File: config.mk
export PLATFORM = sky130hd
export DESIGN_NAME = pn_spreader
export DESIGN_NICKNAME = d
export VERILOG_FILES = /design/src/rtl/pn_pkg.sv /design/src/rtl/pn_lfsr.sv /design/src/rtl/pn_spreader.sv
export SDC_FILE = /design/constraint.sdc
export NUM_CORES = 1
export LEC_CHECK = 0
export ABC_AREA = 1
export BUFFER_PORTS_ARGS = -buffer_cell sky130_fd_sc_hd__buf_4
export CAP_MARGIN = 30
export CORE_UTILIZATION = 40
export DETAILED_ROUTE_END_ITERATION = 8
export PLACE_DENSITY = 0.62
export SETUP_SLACK_MARGIN = 0.3
export SYNTH_ARGS = -nofsm -noshare
export SYNTH_HDL_FRONTEND = slang
export SYNTH_HIERARCHICAL = 1
export SYNTH_SLANG_ARGS = --single-unit
File: constraint.sdc
create_clock -name clk -period 2.2 [get_ports clk]
set_clock_uncertainty 0.15 [all_clocks]
set_input_delay 0.33 -clock clk [delete_from_list [all_inputs] [get_ports clk]]
set_output_delay 0.33 -clock clk [all_outputs]
set_load 0.01 [all_outputs]
File: src/rtl/pn_pkg.sv
// rtl/pn_pkg.sv - shared state encoding, default LFSR masks and period helper for the PN spreader
package pn_pkg;

    typedef enum logic {
        ST_IDLE = 1'b0,
        ST_RUN  = 1'b1
    } pn_state_e;

    localparam int PN_MIN_W = 3;
    localparam int PN_MAX_W = 10;

    // Fibonacci masks for maximal-length sequences, bit i = state[i] in the parity
    function automatic logic [15:0] default_taps(input int n);
        case (n)
            3:       return 16'h0006;
            4:       return 16'h000C;
            5:       return 16'h0014;
            6:       return 16'h0030;
            7:       return 16'h0060;
            8:       return 16'h00B8;
            9:       return 16'h0110;
            10:      return 16'h0240;
            default: return 16'h0006;
        endcase
    endfunction

    function automatic logic [15:0] default_taps_b(input int n);
        case (n)
            3:       return 16'h0005;
            4:       return 16'h0009;
            5:       return 16'h001E;
            6:       return 16'h0021;
            7:       return 16'h0044;
            8:       return 16'h008E;
            9:       return 16'h0108;
            10:      return 16'h0204;
            default: return 16'h0005;
        endcase
    endfunction

    function automatic logic [15:0] default_seed(input int n);
        return (n >= PN_MIN_W && n <= PN_MAX_W) ? 16'h0001 : 16'h0001;
    endfunction

    function automatic int pn_period(input int n);
        return (1 << n) - 1;
    endfunction

endpackage

File: src/rtl/pn_lfsr.sv
// rtl/pn_lfsr.sv - Fibonacci LFSR with synchronous seed load; a zero seed is replaced by 1
module pn_lfsr
    import pn_pkg::*;
#(
    parameter int           W    = 7,
    parameter logic [W-1:0] TAPS = W'(default_taps(W)),
    parameter logic [W-1:0] SEED = W'(default_seed(W))
) (
    input  logic clk,
    input  logic rst,
    input  logic load,
    input  logic step,
    output logic bit_out
);

    localparam logic [W-1:0] SEED_EFF = (SEED == '0) ? W'(1) : SEED;

    logic [W-1:0] state;

    always_ff @(posedge clk or negedge rst) begin
        if (!rst) begin
            state <= SEED_EFF;
        end else if (load) begin
            state <= SEED_EFF;
        end else if (step) begin
            state <= {state[W-2:0], ^(state & TAPS)};
        end
    end

    assign bit_out = state[W-1];

endmodule

File: src/rtl/pn_spreader.sv
// rtl/pn_spreader.sv - PN code spreader with per-epoch data bit and capture strobe; GOLD_CODE_EN adds a second LFSR
module pn_spreader
    import pn_pkg::*;
#(
    parameter int                LFSR_W   = 7,
    parameter logic [LFSR_W-1:0] TAPS     = 7'h60,
    parameter logic [LFSR_W-1:0] SEED     = 7'h01,
    parameter int                CHIP_DIV = 1,
    parameter logic [LFSR_W-1:0] TAPS_B   = 7'h44
) (
    input  logic clk,
    input  logic rst,
    input  logic en,
    input  logic data_in,
    input  logic data_valid,
    output logic data_ready,
    output logic code,
    output logic sig,
    output logic capture,
    output logic underrun,
    output logic active
);

    localparam logic [0:0] S_IDLE    = ST_IDLE;
    localparam logic [0:0] S_RUN     = ST_RUN;
    localparam int         LAST_CHIP = pn_period(LFSR_W) - 1;

    logic [0:0]        state;
    logic [LFSR_W-1:0] chip_idx;
    logic [7:0]        div_cnt;
    logic              data_bit;
    logic              cap_r;
    logic              und_r;

    logic run;
    logic chip_end;
    logic epoch_end;
    logic handshake;
    logic lfsr_load;
    logic lfsr_step;
    logic pn_bit;

    assign run       = (state == S_RUN);
    assign chip_end  = (div_cnt == 8'(CHIP_DIV - 1));
    assign epoch_end = run && chip_end && (chip_idx == LFSR_W'(LAST_CHIP));
    assign handshake = run ? epoch_end : en;

    // The LFSR sits at SEED whenever idle and is reloaded on every epoch boundary
    assign lfsr_load = !run || epoch_end;
    assign lfsr_step = run && chip_end && !epoch_end;

    always_ff @(posedge clk or negedge rst) begin
        if (!rst) begin
            state    <= S_IDLE;
            chip_idx <= '0;
            div_cnt  <= '0;
            data_bit <= 1'b0;
            cap_r    <= 1'b0;
            und_r    <= 1'b0;
        end else begin
            cap_r <= handshake && en;
            if (handshake) begin
                data_bit <= data_valid & data_in;
                if (!data_valid) begin
                    und_r <= 1'b1;
                end
            end
            if (!run) begin
                chip_idx <= '0;
                div_cnt  <= '0;
                if (en) begin
                    state <= S_RUN;
                end
            end else if (chip_end) begin
                div_cnt <= '0;
                if (epoch_end) begin
                    chip_idx <= '0;
                    if (!en) begin
                        state <= S_IDLE;
                    end
                end else begin
                    chip_idx <= chip_idx + 1'b1;
                end
            end else begin
                div_cnt <= div_cnt + 8'd1;
            end
        end
    end

    logic bit_a;

    pn_lfsr #(
        .W    (LFSR_W),
        .TAPS (TAPS),
        .SEED (SEED)
    ) u_lfsr_a (
        .clk     (clk),
        .rst     (rst),
        .load    (lfsr_load),
        .step    (lfsr_step),
        .bit_out (bit_a)
    );

`ifdef GOLD_CODE_EN
    logic bit_b;

    pn_lfsr #(
        .W    (LFSR_W),
        .TAPS (TAPS_B),
        .SEED (SEED)
    ) u_lfsr_b (
        .clk     (clk),
        .rst     (rst),
        .load    (lfsr_load),
        .step    (lfsr_step),
        .bit_out (bit_b)
    );

    assign pn_bit = bit_a ^ bit_b;
`else
    assign pn_bit = bit_a;
`endif

    // In reset the idle handshake is suppressed so every output reads 0
    assign data_ready = run ? epoch_end : (en && rst);
    assign code       = run && pn_bit;
    assign sig        = run && (pn_bit ^ data_bit);
    assign capture    = cap_r;
    assign underrun   = und_r;
    assign active     = run;

endmodule
## After elaboration in Yosys (flattened, before gate mapping)

Index checks and enable logic that the tools add are counted.

- Bitwise operators: 3
- Equality and inequality tests: 2
- Add/subtract/negate cells: 2
- Multiplexer cells: 13
- Reductions and logical operators: 14

Operator list:

| cell | count |
|---|---|
| 7-bit two-way mux | 5 |
| 8-bit two-way mux | 2 |
| 8-bit by 1-bit adder with 8-bit output, second input constant | 1 |
| 8-bit logical NOT | 1 |
| 7-bit by 1-bit adder with 7-bit output, second input constant | 1 |
| 7-bit equality test, second input constant | 1 |
| 1-bit logical AND | 7 |
| 7-bit parity | 1 |
| 1-bit two-way mux | 6 |
| 1-bit logical NOT | 2 |
| 2-bit by 1-bit inequality test with 1-bit output, second input constant | 1 |
| 2-bit AND reduction | 1 |
| 2-bit nonzero test | 1 |
| 1-bit bitwise AND | 1 |
| 1-bit logical OR | 1 |
| 1-bit NOT | 1 |
| 1-bit XOR | 1 |

- Word-level logic and storage cells: 41
- Bits of input ports: 5
- Register bits: 26

## Longest topological paths before layout

Gate-level depths: netlist of run 1.

- Depth in word-level cells: 7
- Gate-level depth with buffers: 10
- Mapped depth without buffers: 9

## By module

The synthesis of run 1 kept the hierarchy.

By module, submodules not included:

| module | cells an instance | area an instance (um^2) | instances | sequential area each (um^2) |
|---|---|---|---|---|
| pn_spreader | 139 | 1,157.4 | 1 | 475.5 |
| pn_lfsr | 36 | 310.3 | 1 | 176.4 |

## Worst setup path after synthesis of run 1

OpenSTA, ideal clock, no wires.

- Path kind: reg-to-output
- Start: register div_cnt[0]
- End: output data_ready
- Data required time: 1.720 ns
- Data arrival time: 1.154 ns
- Buffers on the path: 0
- Slack: 0.566 ns
- Cell stages (with the launch flop): 7
- Cell sequence: dfrtp_1 -> inv_1 -> ha_1 -> nand3_4 -> nor2_8 -> nand3_4 -> nand2_1

- Cells in the longest elaborated chain, start to end: 4

Ends and longest elaborated chain:

| what | RTL line | source |
|---|---|---|
| start, declared | pn_spreader.sv:30 | `logic [7:0] div_cnt;` |
| start signal, assigned | pn_spreader.sv:85 | `div_cnt <= div_cnt + 8'd1;` |
| 8-bit logical NOT | pn_spreader.sv:44 | `assign chip_end = (div_cnt == 8'(CHIP_DIV - 1));` |
| 1-bit logical AND (2 in series) | pn_spreader.sv:45 | `assign epoch_end = run && chip_end && (chip_idx == LFSR_W'(LAST_CHIP));` |
| 1-bit two-way mux | pn_spreader.sv:125 | `assign data_ready = run ? epoch_end : (en && rst);` |
| end, declared | pn_spreader.sv:16 | `output logic data_ready,` |

No other way between the ends.

## Worst setup path after layout of run 1

Ends and elaborated chain as after synthesis.

==> results by group, run 1 <==
Placed design
  – Placed insts: 232
  – Port buffer count: 10
  – Hpwl dp: 1900 um
  – Gp weighted congestion: 0.781

Floorplanning
  – Starting Density: 43.0%
  – Die width: 62.6 um
  – Number of I/O pins: 11
  – FP Rows: 21
  – CORE AREA: 0.00342 mm^2
  – Die span in y: 62.6 um
  – Die ar.: 0.00392 mm^2

Critical path
  – CP Launch Type: flop
  – WP data required: 1.72 ns
  – Arr. time, crit path: 1.42 ns
  – Critical path fanouts, max: 3
  – Kind of critical path: reg2out
  – Worst Setup End Kind: output port

Timing
  – Min cycle time layout: 1.90 ns
  – Setup TNS: 0 ns
  – RSZ-0062 raised after global routing: true
  – Max-slew violations: 0
  – Slew HR: 78.1%
  – Final setup violation count: 0
  – Period Utilization, post-route: 86.4%
  – Worst-Margin Slew: 0.328 ns
  – Max Freq: 0.526 GHz
  – Final Hold Viols: 0

Yosys
  – Synth Cell Area: 0.00147 mm^2
  – Sequential share of the synthesized area: 44.4%
  – Post-Synthesis Cells: 175
  – Yosys warnings: 6
  – Synth top area share: 42.6%
  – Post-synth EDFFs: 0
  – Synth area leader: dfrtp_1
  – Async SR Flop Fraction: 100%
  – Ys flop type: dfrtp_1
  – Post-synthesis net count: 184
  – Synth Area per Inst: 8.39 um^2
  – Top cells by area, synth: dfrtp_1, nand2_1, inv_1, nand3_1, nor2_1
  – Synth unique cells: 26
  – Synth Register Bits: 26

Clock network
  – H-tree levels: 1
  – CTS tree: built
  – CTS Root Cell: clkbuf_4
  – Clock buffer depth: 2
  – Clock latency on the worst-skew pair: 0.32 ns
  – TritonCTS Buffers: 3
  – Clk slew on worst S/H paths: 0.14 ns
  – Clk sinks: 26

Power
  – P_leak: 0.000892 uW
  – Pwr dens: 410 mW/mm^2
  – VDD IR max: 437 uV

Hold path
  – Tightest Hold Check Type: in2reg

Routing
  – Vias/cell: 4.59
  – Final ANT Viol Nets: 0
  – DRT Pass-1 Iters: 6
  – DRT iter0 DRCs: 49
  – Wire per inst: 10.9 um
  – Detailed Route WL: 2660 um
  – DRC viols: 0
  – Via count: 1,125

GRT
  – First-pass GRT wire length: 4640 um
  – Number of global-route vias before repair: 1,072
  – GRT Util Overall: 15.1%
  – Total grt overflow: 0
  – Largest net degree at the start of global routing: 27
  – Initial antenna violation count: 0

Layout
  – Final Util: 51.0%
  – Final Non-Filler Cells: 245
  – Layout cells sized above 1: 26.6%
  – Area grow syn2layout: 18.7%
  – Antenna cell count: 0
  – Fin nets: 209
  – Fillers: 347

Outcome
  – Status: complete, no violations

Job
  – Total of max-cap violations: 0
-- Yosys cell counts (2+ instances only) --
cell / instances
nand2_1: 48
nand3_1: 15
nand3_4: 2
xor2_1: 4
inv_1: 20
nand2_2: 5
nor2_8: 2
o21ai_0: 3
nor3_1: 2
nor2_4: 2
o21ai_1: 5
ha_1: 4
inv_2: 3
nand4_1: 2
nor2_2: 2
buf_6: 2
dfrtp_1: 25
nor2_1: 18
a21oi_1: 4
-- final timing paths --
check / from / endpoint / depth (start not counted) / slack (ns)
setup / recovery: div_cnt[0] / data_ready / 7 / 0.30
min in group asynchronous: rst / div_cnt[3] / 3 / 0.39
hold / removal: data_valid / underrun / 4 / 0.08
hold reg to reg: underrun / underrun / 2 / 0.33
setup reg to reg: div_cnt[0] / u_lfsr_a/state[3] / 11 / 0.39
max in group asynchronous: rst / u_lfsr_a/state[0] / 3 / 1.21
-- cell usage in the layout, fill, tap and decap left out, types with 4 or more instances in the layout --
master	n
inv_1	17
nand3_1	14
inv_2	6
nor2_1	18
buf_4	20
nand2_2	6
xor2_1	4
dfrtp_1	24
o21ai_1	5
a21oi_1	4
nand2_1	47
-- critical path, cell delays in order (launching register included) --
cell	delay, ns
dfrtp_1	0.42
inv_2	0.07
ha_4	0.14
nand3_4	0.10
nor2_8	0.11
nand3_4	0.08
nand2_2	0.07
buf_6	0.10
-- state kept, by name (all words and copies together), names as in the netlist --
signal,flops
active,1
capture,1
chip_idx,7
data_bit,1
div_cnt,8
u_lfsr_a/state,7
underrun,1
-- where the power goes --
part / internal [uW] / total (uW) / switching (uW)
Clock: 71.1 / 210 / 139
Sequential: 479 / 480 / 0.701
Combinational: 9.42 / 23.8 / 14.4
-- logic make-up (layout without fill, tap and decap cells) --
logic type / Yosys count / count (layout) / synth area share [%]
AOI/OAI and AO/OA: 14 / 14 / 5.20
xor gates and xnor gates: 5 / 5 / 2.98
and+or+nand+nor: 100 / 100 / 34.5
DFF: 26 / 26 / 44.4
buffers and inverters: 26 / 50 / 9.46
adders and majority gates: 4 / 4 / 3.41
-- per-layer routing --
metal  wire [um]  track usage (%)
met3          61             3.83
met4          33             5.23
met2        1290             25.5
met5           0                0
met1        1280             18.6
-- area by class of cell --
| cell class | count | area (um^2) | area share [%] |
|---|---|---|---|
| Multi-Input combinational cell | 123 | 717 | 41.2 |
| Sequential cell | 26 | 653 | 37.5 |
| Timing Repair Buffer | 22 | 171 | 9.84 |
| Inverter | 24 | 116 | 6.68 |
| Tap cell | 46 | 57.6 | 3.30 |
| Clock buffer | 4 | 26.3 | 1.51 |
-- per-stage QoR --
step / power, uW / hold slack [ns] / setup slack [ns] / cell area, um^2
after floorplan: 492 / -0.116 / 0.566 / 1470
after global placement: 512 / 0.224 / 0.457 / 1600
after detailed placement: 512 / 0.228 / 0.411 / 1600
after CTS: 732 / 0.0671 / 0.250 / 1730
after global routing: 753 / 0.0726 / 0.207 / 1740
final: 714 / 0.0781 / 0.300 / 1740
-- timing repair --
item | CTS | global route
setup buffers | 6 | 2
gates resized for setup | 10 | 2
setup endpoints to repair | 1 | 1
hold endpoints to repair | 25 | 0
hold buffers | 1 | 0
pin swaps | 5 | 2
No activity file was read; power rests on OpenSTA's default activity.
==> run 2, diff against run 1 <==
SYNTH_HIERARCHICAL = not set   (was 1)
clock period = 1.9 ns   (was 2.2 ns; I/O delays follow)
==> run 2 against run 1 <==
  * Final area fell by 0.14%
  * Synthesized cell count fell by 4.0%
  * Register-to-register slack worse by 0.20 ns
  * Flip-flop and latch count unchanged
  * Largest cell class unchanged
  * Highest routed layer unchanged
  * Clock power grew 16%
  * Utilization increased by 3.7 points
  * Combinational power grew to 28 times the previous value
  * Sequential power rose by 87%
  * Sequential share of layout area up 0.054 points
==> results by group, run 2 <==
Outcome
  – Status: complete, no violations

Timing
  – Final Hold Viols: 0 (unchanged)
  – RSZ-0062 raised after global routing: true
  – Min cycle time layout: 1.82 ns
  – Setup TNS: 0 ns (unchanged)
  – Slew HR: 77.7% (-0.46 points)
  – Hold slack: 0.0247 ns (-0.0535 ns)
  – Period Utilization, post-route: 95.9%
  – Max-slew violations: 0 (unchanged)
  – Setup slack after layout: 0.0781 ns (-0.221 ns)
  – Worst-Margin Slew: 0.335 ns (+0.00698 ns)
  – Final setup violation count: 0 (unchanged)
  – Max Freq: 0.549 GHz

Hold path
  – Hold Path End: data_bit
  – WHS Path Cells: 3 (-1)
  – HP Start: data_in
  – Tightest Hold Check Type: in2reg

Yosys
  – Area share of xor/xnor cells in the synthesized design: 2.53% (-0.45 points)
  – Sequential share of the synthesized area: 47.1% (+2.7 points)
  – Post-synth top cells: nand2_1, dfrtp_1, nand3_1, inv_1, nor2_1
  – Post-synthesis net count: 177 (-3.8%)
  – Post-synth EDFFs: 0 (unchanged)
  – Synth unique cells: 27 (+3.8%)
  – Top cells by area, synth: dfrtp_1, nand2_1, nand3_1, inv_1, nor2_1
  – Async SR Flop Fraction: 100% (unchanged)
  – Synth Area per Inst: 8.24 um^2 (-1.8%)
  – Yosys warnings: 0 (-6)
  – Synth Register Bits: 26 (unchanged)
  – Synth top area share: 45.2% (+2.6 points)
  – Ys flop type: dfrtp_1
  – Synth Cell Area: 0.00138 mm^2 (-5.7%)
  – Largest family of logic cells by synthesized area: simple AND/OR/NAND/NOR gates
  – Post-Synthesis Cells: 168 (-4.0%)
  – Synth area leader: dfrtp_1
  – Simple-Gate Fraction of Synth Area: 34.6% (+0.10 points)
  – Most common cell in the netlist: nand2_1
  – Synth Area in Compound Gates: 3.98% (-1.2 points)
  – Mux cell area share after synthesis: 0% (unchanged)
  – Post-synthesis adder-cell area fraction: 3.62% (+0.21 points)

Floorplanning
  – Die width: 60.8 um (-2.8%)
  – Number of I/O pins: 11 (unchanged)
  – Die span in y: 60.8 um (-2.8%)
  – Starting Density: 43.5% (+0.58 points)
  – FP Rows: 20 (-4.8%)
  – Die ar.: 0.00370 mm^2 (-5.5%)
  – CORE AREA: 0.00318 mm^2 (-7.0%)

Power
  – Psw: 670 uW (+330%)
  – P_leak: 0.000884 uW (-0.88%)
  – Cell Int Power: 1150 uW (+100%)
  – Sw frac: 36.9% (+15 points)
  – Flop pwr share: 49.4% (-18 points)
  – Clock Power Share: 13.4% (-16 points)
  – Pwr dens: 1040 mW/mm^2 (+150%)
  – Comb pwr share: 37.2% (+34 points)
  – VDD IR max: 507 uV (+16%)

Placed design
  – Hpwl dp: 1930 um (+1.6%)
  – Gp weighted congestion: 0.775 (-0.73%)
  – Placed insts: 224 (-3.4%)
  – Port buffer count: 10 (unchanged)
  – Area after DPL: 0.00151 mm^2 (-5.4%)
  – Pre-CTS WS: 0.209 ns (-0.202 ns)

Job
  – Total of max-cap violations: 0 (unchanged)

Critical path
  – Most used cell, CP: nand3_4
  – Slowest CP cell: dfrtp_1
  – Critical path fanouts, max: 2 (-1)
  – Kind of critical path: reg2out
  – Critical path's largest stage delay: 0.42 ns (about the same)
  – Critical path buffer and inverter count: 2 (unchanged)
  – Arr. time, crit path: 1.39 ns (-0.03 ns)
  – WP data required: 1.46 ns (-0.26 ns)
  – Crit path max-delay family: flip-flops
  – Critical-path cell list: inv_2 > ha_4 > nand3_4 > nor2_4 > nand3_4 > nand2_2 > buf_6
  – Setup slack, reg-to-reg: 0.19 ns (-0.20 ns)
  – Reg2reg end: chip_idx[3]
  – CP Launch Type: flop
  – Cell depth of the worst flop-to-flop path: 11 (unchanged)
  – Reg2reg start: div_cnt[0]
  – Worst Setup End Kind: output port
  – Crit path depth: 7 (unchanged)

GRT
  – Number of global-route vias before repair: 1,109 (+3.5%)
  – GRT Util Overall: 17.5% (+2.4 points)
  – Largest net degree at the start of global routing: 27 (unchanged)
  – First-pass GRT wire length: 4740 um (+2.1%)
  – Total grt overflow: 0 (unchanged)
  – Initial antenna violation count: 0 (unchanged)

Routing
  – Via count: 1,179 (+4.8%)
  – Final ANT Viol Nets: 0 (unchanged)
  – DRC viols: 0 (unchanged)
  – Detailed Route WL: 2830 um (+6.3%)
  – Wire per inst: 11.6 um (+6.8%)
  – DRT iter0 DRCs: 48 (-2.0%)
  – DRT Pass-1 Iters: 6 (unchanged)
  – Vias/cell: 4.83 (+5.2%)

Layout
  – Fin area: 0.00174 mm^2 (-0.14%)
  – Area grow syn2layout: 25.7%
  – Largest regs: div_cnt: 8 flops, chip_idx: 7 flops, u_lfsr_a.state: 7 flops
  – Most common cell after layout, fill and taps aside: nand2_1
  – Largest reg by FF count: div_cnt
  – Final Non-Filler Cells: 244 (-0.41%)
  – Antenna cell count: 0 (unchanged)
  – Most frequent cells in the layout: nand2_1, buf_4, dfrtp_1
  – Max reg flops: 8 (unchanged)
  – Layout cells sized above 1: 28.0% (+1.4 points)
  – Fin nets: 210 (+0.48%)

Clock network
  – Clk slew on worst S/H paths: 0.14 ns (about the same)
  – Clk sinks: 26 (unchanged)
  – CTS Root Cell: clkbuf_4
  – H-tree levels: 1 (unchanged)
  – Clock latency on the worst-skew pair: 0.32 ns (about the same)
  – Clock buffer depth: 2 (unchanged)
  – CTS tree: built
  – TritonCTS Buffers: 3 (unchanged)
## run 2: stage by stage
step / util [%] / total power (uW)
floorplan: - / 1280
global placement: 47.6 / 1450
detailed placement: 47.6 / 1480
CTS: 53.4 / 1800
global route: 54.7 / 1960
finish: 54.7 / 1820
## run 2: layout make-up
cell class	count	area, um^2
Fill cell	316	1440
Multi-Input combinational cell	120	672
Sequential cell	26	653
Timing Repair Buffer	32	265
Inverter	18	67.6
Tap cell	44	55.1
Clock buffer	4	26.3
## run 2: power by group through the flow
stage          sequential [uW]  combinational [uW]  clock, uW
2_1_floorplan              870                 413          0
3_3_place_gp               905                 549          0
3_5_place_dp               916                 560          0
4_1_cts                    902                 653        250
5_1_grt                    920                 774        267
6_report                   897                 675        243
## run 2: cells by family after synthesis
family | Yosys count
buffers and inverters | 22
xor gates and xnor gates | 4
adders and majority gates | 4
DFF | 26
and+or+nand+nor | 102
AOI/OAI and AO/OA | 10
## run 2: worst register-to-register path, stage by stage, from the launching register on
cell,delay (ns)
dfrtp_1,0.37
inv_1,0.05
ha_2,0.18
nand2_2,0.07
nor2_4,0.04
buf_4,0.13
buf_6,0.11
buf_6,0.12
nor2_8,0.17
buf_6,0.15
nand2_1,0.05
nand2_1,0.07
## run 2: worst max path at each step
stage	slack [ns]	to	from
floorplan	0.32	data_ready	div_cnt[0]
finish	0.08	data_ready	chip_idx[0]
CTS	0.04	data_ready	chip_idx[0]
global placement	0.25	data_ready	div_cnt[0]
detailed placement	0.21	data_ready	div_cnt[0]
global route	-0.002	data_ready	chip_idx[0]
## run 2: what timing repair did
| action | 4_1_cts | 5_1_grt |
|---|---|---|
| hold endpoints to repair | 25 | 0 |
| hold buffers | 1 | 0 |
| pin swaps | 6 | 7 |
| buffers inserted | 12 | 3 |
| cloned | 0 | 0 |
| resized for setup | 17 | 6 |
| endpoints found under the setup margin | 18 | 24 |
## run 2: routing by layer
layer	GRT usage [%]	routed length, um	part of all wire [%]
met1	21.1	1320	47
met2	31.9	1420	50
met3	1.92	55	1.9
met4	7.14	29	1.0
met5	0	0	0
